==> src/rtl/nand_share_arbiter.sv <==
// Round-robin sequencer sharing one registered 2-input NAND among four switch-pair channels.
// Results and status are mirrored onto the EGO1 LED bank.
module nand_share_arbiter #(
    parameter int NCH         = 4,
    parameter int HOLD_CYCLES = 2
) (
    input  logic             clk,
    input  logic             rst,
    input  logic [NCH-1:0]   req,
    input  logic [2*NCH-1:0] sw_pin,
    output logic [NCH-1:0]   ack,
    output logic [1:0]       gnt_id,
    output logic             busy,
    output logic [15:0]      led_pin
);

    typedef enum logic [1:0] {
        IDLE,
        GRANT,
        EVAL,
        DONE
    } state_t;

    state_t     r_state;
    logic [3:0] r_cnt;
    logic [1:0] r_gnt;
    logic [1:0] r_last;
    logic       r_op_a;
    logic       r_op_b;
    logic [3:0] r_result;
    logic [3:0] r_valid;
    logic [3:0] r_ack;

    logic [1:0] w_pick;
    logic [1:0] w_idx;
    logic       w_found;

    // Rotating scan starting just past the last served channel.
    always_comb begin
        // NOTE: every output of this block gets a default first, so no path leaves it unassigned and no latch is inferred.
        w_pick  = r_last + 2'd1;
        w_idx   = r_last;
        w_found = 1'b0;
        for (int k = 1; k <= 4; k++) begin
            w_idx = r_last + 2'(k);
            if (!w_found && req[w_idx]) begin
                w_pick  = w_idx;
                w_found = 1'b1;
            end
        end
    end

    always_ff @(posedge clk) begin
        // NOTE: state updates use non-blocking assignments so every register samples pre-edge values.
        if (rst) begin
            r_state  <= IDLE;
            r_cnt    <= 4'd0;
            r_gnt    <= 2'd0;
            r_last   <= 2'd3;
            r_op_a   <= 1'b0;
            r_op_b   <= 1'b0;
            // NOTE: the stored results are deliberately cleared on reset so the LEDs go dark with it.
            r_result <= 4'd0;
            r_valid  <= 4'd0;
            r_ack    <= 4'd0;
        end else begin
            r_ack <= 4'd0;
            case (r_state)
                IDLE: begin
                    if (w_found) begin
                        r_gnt   <= w_pick;
                        r_state <= GRANT;
                    end
                end
                GRANT: begin
                    r_op_a  <= sw_pin[{r_gnt, 1'b0}];
                    r_op_b  <= sw_pin[{r_gnt, 1'b1}];
                    r_cnt   <= 4'd0;
                    r_state <= EVAL;
                end
                EVAL: begin
                    r_cnt <= r_cnt + 4'd1;
                    if (r_cnt == 4'(HOLD_CYCLES - 1)) begin
                        r_result[r_gnt] <= ~(r_op_a & r_op_b);
                        r_valid[r_gnt]  <= 1'b1;
                        r_ack           <= 4'b0001 << r_gnt;
                        r_state         <= DONE;
                    end
                end
                DONE: begin
                    r_last  <= r_gnt;
                    r_state <= IDLE;
                end
                default: r_state <= IDLE;
            endcase
        end
    end

    assign ack     = r_ack;
    assign gnt_id  = r_gnt;
    assign busy    = (r_state != IDLE);
    assign led_pin = {5'd0, r_gnt, busy,
                      r_valid[3], r_result[3], r_valid[2], r_result[2],
                      r_valid[1], r_result[1], r_valid[0], r_result[0]};

endmodule

==> config.mk <==
export PLATFORM = sky130hd
export DESIGN_NAME = nand_share_arbiter
export DESIGN_NICKNAME = d
export VERILOG_FILES = /design/src/rtl/nand_share_arbiter.sv
export SDC_FILE = /design/constraint.sdc
export NUM_CORES = 1
export LEC_CHECK = 0
export ABC_AREA = 1
export CAP_MARGIN = 20
export CORE_ASPECT_RATIO = 0.5
export CORE_MARGIN = 2
export CORE_UTILIZATION = 30
export CTS_BUF_LIST = sky130_fd_sc_hd__clkbuf_8
export CTS_CLUSTER_SIZE = 24
export DETAILED_ROUTE_END_ITERATION = 10
export PLACE_DENSITY = 0.58
export RECOVER_POWER = 50
export SYNTH_ARGS = -nofsm -noshare
export SYNTH_HDL_FRONTEND = slang
export SYNTH_SLANG_ARGS = --single-unit
==> constraint.sdc <==
create_clock -name clk -period 1.9 [get_ports clk]
set_input_delay 0.38 -clock clk [delete_from_list [all_inputs] [get_ports clk]]
set_output_delay 0.38 -clock clk [all_outputs]
set_load 0.01 [all_outputs]
# Yosys cells after proc, flatten, opt, wreduce, memory -nomap -nowiden
# Index checks and enable logic that the tools add are counted.
[word_totals] register_bits=24 inputBits=14 out_inout_bits=23 word_cells=73
[op_classes] n_addsub=4 magnitude_cmp=8 eq_ne=6 shifts=1 muxes=26 bitwise=5 reduce_logical=14
[op_table] operator="$lt 2x3->1 const B" count=5
[op_table] operator="$bmux 1 s2" count=6
[op_table] operator="$mux 1" count=11
[op_table] operator="$mux 2" count=5
[op_table] operator="$lt 3x4->1 const B" count=2
[op_table] operator="$pmux 2 s4" count=1
[op_table] operator="$pmux 4 s2" count=1
[op_table] operator="$reduce_and 2->1" count=3
[op_table] operator="$add 2x2->2 const B" count=2
[op_table] operator="$add 4x1->4 const B" count=1
[op_table] operator="$bwmux 4" count=1
[op_table] operator="$eq 2x2->1 const B" count=2
[op_table] operator="$eq 4x1->1 const B" count=1
[op_table] operator="$logic_and 1x1->1" count=4
[op_table] operator="$ne 2x2->1 const B" count=2
[op_table] operator="$or 4x4->4" count=1
[op_table] operator="$reduce_bool 2->1" count=2
[op_table] operator="$shl 1x2->4 const A" count=1
[op_table] operator="$logic_not 1->1" count=3
[op_table] operator="$not 1->1" count=3
[op_table] operator="$reduce_or 3->1" count=1
[op_table] operator="$add 2x1->2 const B" count=1
[op_table] operator="$demux 1 s2" count=1
[op_table] operator="$eq 2x1->1 const B" count=1
[op_table] operator="other kinds (3)" count=3

# Longest topological paths before layout
# Gate-level depths: netlist (run 1).
[logic_depth] ltp_word=15 depth_mapped=14

# Least setup slack after synthesis (run 1)
# No wires, ideal clock.
[synth_timing] kind="reg-to-reg" start="reg r_last[0]" end="reg r_gnt[0], in the netlist gnt_id[0]" arrival_ps=1265 required_time_ps=1785 slack_ps=520 path_stages_with_launch=15 n_path_buf=2 period_less_slack_ps=1380 path_cell_list="dfxtp_1 buf_6 inv_4 buf_6 nand2_2 nand2_2 nand2_2 nand2_4 nand2_2 nor2_4 nand2_2 nand3_1 nand2_1 nor2_1 nor2_1"
[synth_between] elab_chain_len=14 elab_cells_between_ends=25 cone_classes="3 x add/sub; 15 x mux; 7 x reduce/logical"
[synth_rtl] item="from (decl)" line="27" source="logic [1:0] r_last;"
[synth_rtl] item="from (signal assigned)" line="91" source="r_last <= r_gnt;"
[synth_rtl] item="$add 2x1->2" line="41, 45"
[synth_rtl] item="$bmux 1 s2" line="46" source="if (!w_found && req[w_idx]) begin"
[synth_rtl] item="$mux 1 (not written as such)" line="46"
[synth_rtl] item="$mux 1" line="46"
[synth_rtl] item="$logic_not 1->1" line="46"
[synth_rtl] item="$logic_and 1x1->1" line="46"
[synth_rtl] item="$mux 1" line="46"
[synth_rtl] item="$logic_not 1->1" line="46"
[synth_rtl] item="$logic_and 1x1->1" line="46"
[synth_rtl] item="$mux 1" line="46"
[synth_rtl] item="$logic_not 1->1" line="46"
[synth_rtl] item="$logic_and 1x1->1" line="46"
[synth_rtl] item="$mux 1" line="46"
[synth_rtl] item="$reduce_and 2->1 (no source line)"
[synth_rtl] item="to (signal assigned)" line="71" source="r_gnt <= w_pick;"
[synth_rtl] item="to (decl)" line="26" source="logic [1:0] r_gnt;"
# Several ways; a longest one is shown, not always the timed one. The select of a mux whose other input is x is not followed.
# A chain may end at the register's enable or synchronous reset.

# Worst setup path after layout (run 1)
[layout_timing] start="reg r_gnt[0], in the netlist gnt_id[0]" end="out led_pin[9]"
[layout_rtl] item="to (decl)" line="14" source="output logic [15:0] led_pin"
# No word-level cell between the ends.

==> metrics.yaml, run 1 <==
fin_worst_skew_ns: 0.00522
hold_class: "reg2reg"
synth_top_cells_by_area: "dfxtp_1, nand2_1, nand2_2"
drv_cap: 0
worst-r2r-cell-count: 11
drtIter0Drc: 57
yosysSeqAreaShare_pct: 33.9
start_util_pct: 31.7
firstDrtPassIters: 4
core_sq_um: 4470
startpoint_type: "flop"
fin_tns_setup_ns: 0
fillers: 484
slew_headroom_pct: 53.9
synth_top_cell_by_area: "dfxtp_1"
syn_inst: 200
regToRegStartpoint: "r_last[0]"
r2r_slack_ns: 0.30
drc: 0
grt_antenna_before_repair: 0
die_h_um: 52.6
grt_max_degree: 15
crit_end: "led_pin[9]"
htreeDepth: 1
period_share_pct: 93.6
die_area_sq_um: 5320
dp_cells: 281
hold_buffers: 0
leakage_uw: 0.000777
synth_seq_cells: 24
hpwl_um: 2220
cpLargestDelayFamily: "buffers and inverters"
crit_buf_inv: 1
final_common_cell: "nand2_1"
critPathMaxStageDelay_ns: 0.60
min_period_ns: 1.78
yosysTopAreaCellShare_pct: 33.9
cts.clk_slew.worst_paths_ns: 0.09
rsz0062_at_grt: "no"
tightestPinTransition_ns: 0.691
crit_cells: 1
finalMaxSlewViolations: 0
final_cell_count_no_fill: 285
fin_nets: 249
path_class: "reg2out"
setup.worst_path.start: "gnt_id[0]"
avgRoutedWirePerCell_um: 9.99
track_usage_pct: 11.7
mostFrequentLayoutCells: "nand2_1, nor2_1, clkdlybuf4s50_1, dfxtp_1, inv_1"
rr_endpoint: "gnt_id[1]"
viasPerCell: 4.55
vias: 1297
gp_congestion: 0.806
grt_pass1_vias: 1131
die_w_um: 101
cts_inserted_buffers: 3
yosysWarnings: 0
ys_types: 27
ios: 37
ant_nets: 0
totalWireLength_um: 2850
diodes: 0
cp.required_ns: 1.52
ctsLongestPathBuffers: 2
hold_viol_final: 0
clock_latency_ns: 0.27
crit_chain: "clkdlybuf4s50_1"
io_buffer_count: 31
ir_worst_vdd_v: 0.000315
num_rows: 17
fmax_mhz: 562
netlist_area_sq_um: 1420
drive_above_1_share_pct: 14.9
area_growth_pct: 27.0
worstPathArrival_ns: 1.40
cts-root-buf: "clkbuf_8"
end_kind: "output port"
worst_path_max_delay_cell: "clkdlybuf4s50_1"
grt_overflow: 0
cts_tree: "yes"
setup_viol: 0
crit_fanout: 9
grt_pass1_wl_um: 4920
power_density_nw_per_um2: 1140
synth.avg_cell_area_sq_um: 7.08
status: "complete, no violations"
clkSinkCount: 24
## metrics by stage
stage | setup WS, ns | cell area (sq um) | hold WS (ns) | util [%] | power (uW)
after floorplan | 0.520 | 1430 | 0.459 | - | 1410
after global placement | 0.114 | 1730 | 0.450 | 38.7 | 1630
after detailed placement | 0.105 | 1730 | 0.463 | 38.7 | 1640
after CTS | 0.0530 | 1800 | 0.485 | 40.4 | 2090
after global routing | 0.0686 | 1800 | 0.514 | 40.3 | 2230
final | 0.121 | 1800 | 0.478 | 40.3 | 2050
## flip-flops by register name (all words and copies together), names as in the netlist
name	cells
r_op_a	1
gnt_id	2
r_op_b	1
r_valid	4
r_result	4
ack	4
r_state	2
r_cnt	4
r_last	2
## power breakdown
part | total, uW | internal (uW) | switching (uW) | leakage [uW]
Combinational | 899 | 372 | 527 | 0.000546
Clock | 445 | 282 | 163 | 0.0000357
Sequential | 706 | 581 | 125 | 0.000196
Total | 2050 | 1230 | 815 | 0.000777
## per-layer routing
| metal | global-route usage (%) | wire, um | share of wire (%) | up-vias |
|---|---|---|---|---|
| li1 | - | - | - | 689 |
| met1 | 15.4 | 1410 | 50 | 579 |
| met2 | 19.1 | 1300 | 46 | 27 |
| met4 | 3.38 | 27 | 0.95 | 0 |
| met3 | 2.80 | 107 | 3.8 | 2 |
| met5 | 0 | 0 | 0 | - |
## worst reg2reg max path: stages, from the launching register on
cell     delay (ns)
dfxtp_1        0.54
inv_4          0.13
nand2_1        0.10
nand2_2        0.09
nand2_1        0.11
nand2_4        0.07
nand2_1        0.11
nand2_1        0.06
nand3_1        0.07
nand3_1        0.07
nand2_1        0.08
a21oi_2        0.05
## cell usage after synthesis
master and number:
nand2_1 41, dfxtp_1 24, nor2_1 23, inv_1 19, nand2_2 14, nand3_1 13
o21ai_0 10, buf_4 8, a21oi_1 7, nor3_1 7, ha_1 6, a31oi_1 4
a21oi_2 3, a22oi_1 2, a41oi_1 2, buf_6 2, inv_2 2, nand2_4 2
nand3_2 2, nor2_4 2, and3_1 1, buf_1 1, clkbuf_1 1, conb_1 1
inv_4 1, o21ai_1 1, o21ai_2 1
## layout make-up
| cell class | count | area, sq um | share of cell area [%] |
|---|---|---|---|
| clock buffer | 3 | 41.3 | 2.29 |
| clock inverter | 1 | 30.0 | 1.67 |
| inverter | 22 | 85.1 | 4.73 |
| multi-input combinational | 146 | 776 | 43.1 |
| sequential | 24 | 484 | 26.9 |
| tap | 57 | 71.3 | 3.96 |
| timing repair buffer | 32 | 312 | 17.3 |
## how the worst min path moves through the flow
stage,startpoint,to,slack [ns],cells after the start
floorplan,rst,ack[3],0.46,1
global placement,r_valid[0],r_valid[0],0.45,2
detailed placement,r_valid[0],r_valid[0],0.46,2
CTS,r_valid[0],r_valid[0],0.49,2
global route,r_valid[1],r_valid[1],0.51,2
finish,r_valid[1],r_valid[1],0.48,2
## cells by family after synthesis
| logic type | synth area share (%) |
|---|---|
| AND/OR/NAND/NOR | 35.2 |
| other | 0.265 |
| adder cells (fa/ha/maj) | 5.30 |
| flip-flops | 33.9 |
| AO/OA/AOI/OAI | 12.9 |
| buffers and inverters | 12.4 |
## timing repair
item | CTS | global route
buffers inserted | 0 | 0
cloned | 0 | 0
gates resized for setup | 5 | 1
endpoints found under the setup margin | 2 | 1
Note: power is estimated with default switching activity, not from simulation.
==> run 2, diff against run 1 <==
- CORE_MARGIN: 2 -> not set
- RECOVER_POWER: 50 -> 25
==> run 2 against run 1 <==
Against the previous run: first-iteration DRC count fell by 19%; highest routed layer unchanged; core utilization fell by 0.31 points; via count down 1.5%; power is 4.2% lower; routed wire length is 1.7% lower.
==> metrics.yaml, run 2 (synthesis gave the netlist of run 1 again) <==
core_sq_um: 4470
rr_endpoint: "gnt_id[1]"
swShare_pct: 41.6
ctsLongestPathBuffers: 2
totalWireLength_um: 2800
min_from: "r_valid[0]"
fmax_mhz: 572
crit_fanout: 9
track_usage_pct: 11.6
r2r_slack_ns: 0.30
drive_above_1_share_pct: 15.4
clock_latency_ns: 0.27
tightestPinTransition_ns: 0.664
die_h_um: 50.6
io_buffer_count: 31
setup_viol: 0
viasPerCell: 4.48
min_period_ns: 1.75
regToRegStartpoint: "r_last[0]"
path_class: "reg2out"
end_kind: "output port"
diodes: 0
area_growth_pct: 26.1
grt_pass1_wl_um: 4710
drtIter0Drc: 46
htreeDepth: 1
final_cell_count_no_fill: 285
fin_worst_skew_ns: 0.000958
fin_tns_setup_ns: 0
fin_nets: 249
clkSinkCount: 24
crit_buf_inv: 1
die_area_sq_um: 5020
worstPathArrival_ns: 1.37
leakage_uw: 0.000751
cp.required_ns: 1.52
ios: 37
cpLargestDelayFamily: "buffers and inverters"
startpoint_type: "flop"
internal-power_uw: 1150
dpl_cell_area_sq_um: 1730
drv_cap: 0
grt_pass1_vias: 1118
worst-r2r-cell-count: 11
crit_chain: "clkdlybuf4s50_1"
cts_tree: "yes"
status: "complete, no violations"
hold_slack_ns: 0.471
worst_path_max_delay_cell: "clkdlybuf4s50_1"
slew_headroom_pct: 55.8
die_w_um: 99.2
fillers: 475
start_util_pct: 31.7
postCtsSetupBuffers: 0
firstDrtPassIters: 4
rsz0062_at_grt: "no"
cts_inserted_buffers: 3
final_common_cell: "nand2_1"
min_to: "r_valid[0]"
period_share_pct: 92.0
p_seq_share_pct: 35.7
hpwl_um: 2150
drc: 0
dp_cells: 281
avgRoutedWirePerCell_um: 9.82
gp_congestion: 0.811
grt_overflow: 0
grt_max_degree: 14
cts.clk_slew.worst_paths_ns: 0.08
ant_nets: 0
hold_viol_final: 0
finalMaxSlewViolations: 0
p_comb_share_pct: 46.6
ir_worst_vdd_v: 0.000322
num_rows: 17
clkPwrFrac_pct: 17.7
design_area_sq_um: 1790
grt_antenna_before_repair: 0
p_total_uw: 1960
vias: 1278
power_density_nw_per_um2: 1100
hold_class: "reg2reg"
mostFrequentLayoutCells: "nand2_1, clkdlybuf4s50_1, nor2_1, dfxtp_1, inv_1"
switchingPower_uw: 817
cts-root-buf: "clkbuf_8"
critPathMaxStageDelay_ns: 0.60
holdPathStages: 2
run 2: metrics by stage:
step                      setup WS [ns]  utilization [%]
after floorplan                   0.520                -
after global placement            0.114             38.7
after detailed placement         0.0899             38.7
after CTS                        0.0439             40.0
after global routing             0.0806             40.0
final                             0.152             40.0
run 2: worst max path at each step:
stage | startpoint | end | slack (ns) | depth (start not counted)
2_1_floorplan | r_last[0] | gnt_id[0] | 0.52 | 14
3_3_place_gp | req[3] | gnt_id[0] | 0.11 | 13
3_5_place_dp | req[3] | gnt_id[0] | 0.09 | 13
4_1_cts | gnt_id[1] | gnt_id[1] | 0.04 | 1
5_1_grt | gnt_id[0] | led_pin[9] | 0.08 | 1
6_report | gnt_id[0] | led_pin[9] | 0.15 | 1
run 2: area by class of cell:
cell class                 instances  area (sq um)  area share [%]
multi-input combinational        146           778            43.6
sequential                        24           484            27.1
timing repair buffer              32           312            17.4
inverter                          22          85.1            4.77
tap                               57          71.3            3.99
clock buffer                       4          55.1            3.08
run 2: power groups by stage:
stage | registers (uW) | logic, uW | clock network (uW)
final | 702 | 915 | 348
after global routing | 722 | 1030 | 382
after CTS | 701 | 922 | 362
after detailed placement | 708 | 934 | 0
after global placement | 707 | 925 | 0
after floorplan | 662 | 748 | 0
run 2: repair_timing:
item                       4_1_cts  5_1_grt
setup endpoints to repair        2        2
gates resized for setup          5        1
pin swaps                        0        0
hold buffers                     0        0
run 2: layer usage:
metal | global-route usage, % | share of wire, % | vias to the layer above
met5 | 0 | 0 | -
met4 | 3.68 | 1.3 | 0
met3 | 2.09 | 2.6 | 4
met2 | 20.6 | 46 | 25
met1 | 14.3 | 50 | 560
li1 | - | - | 689
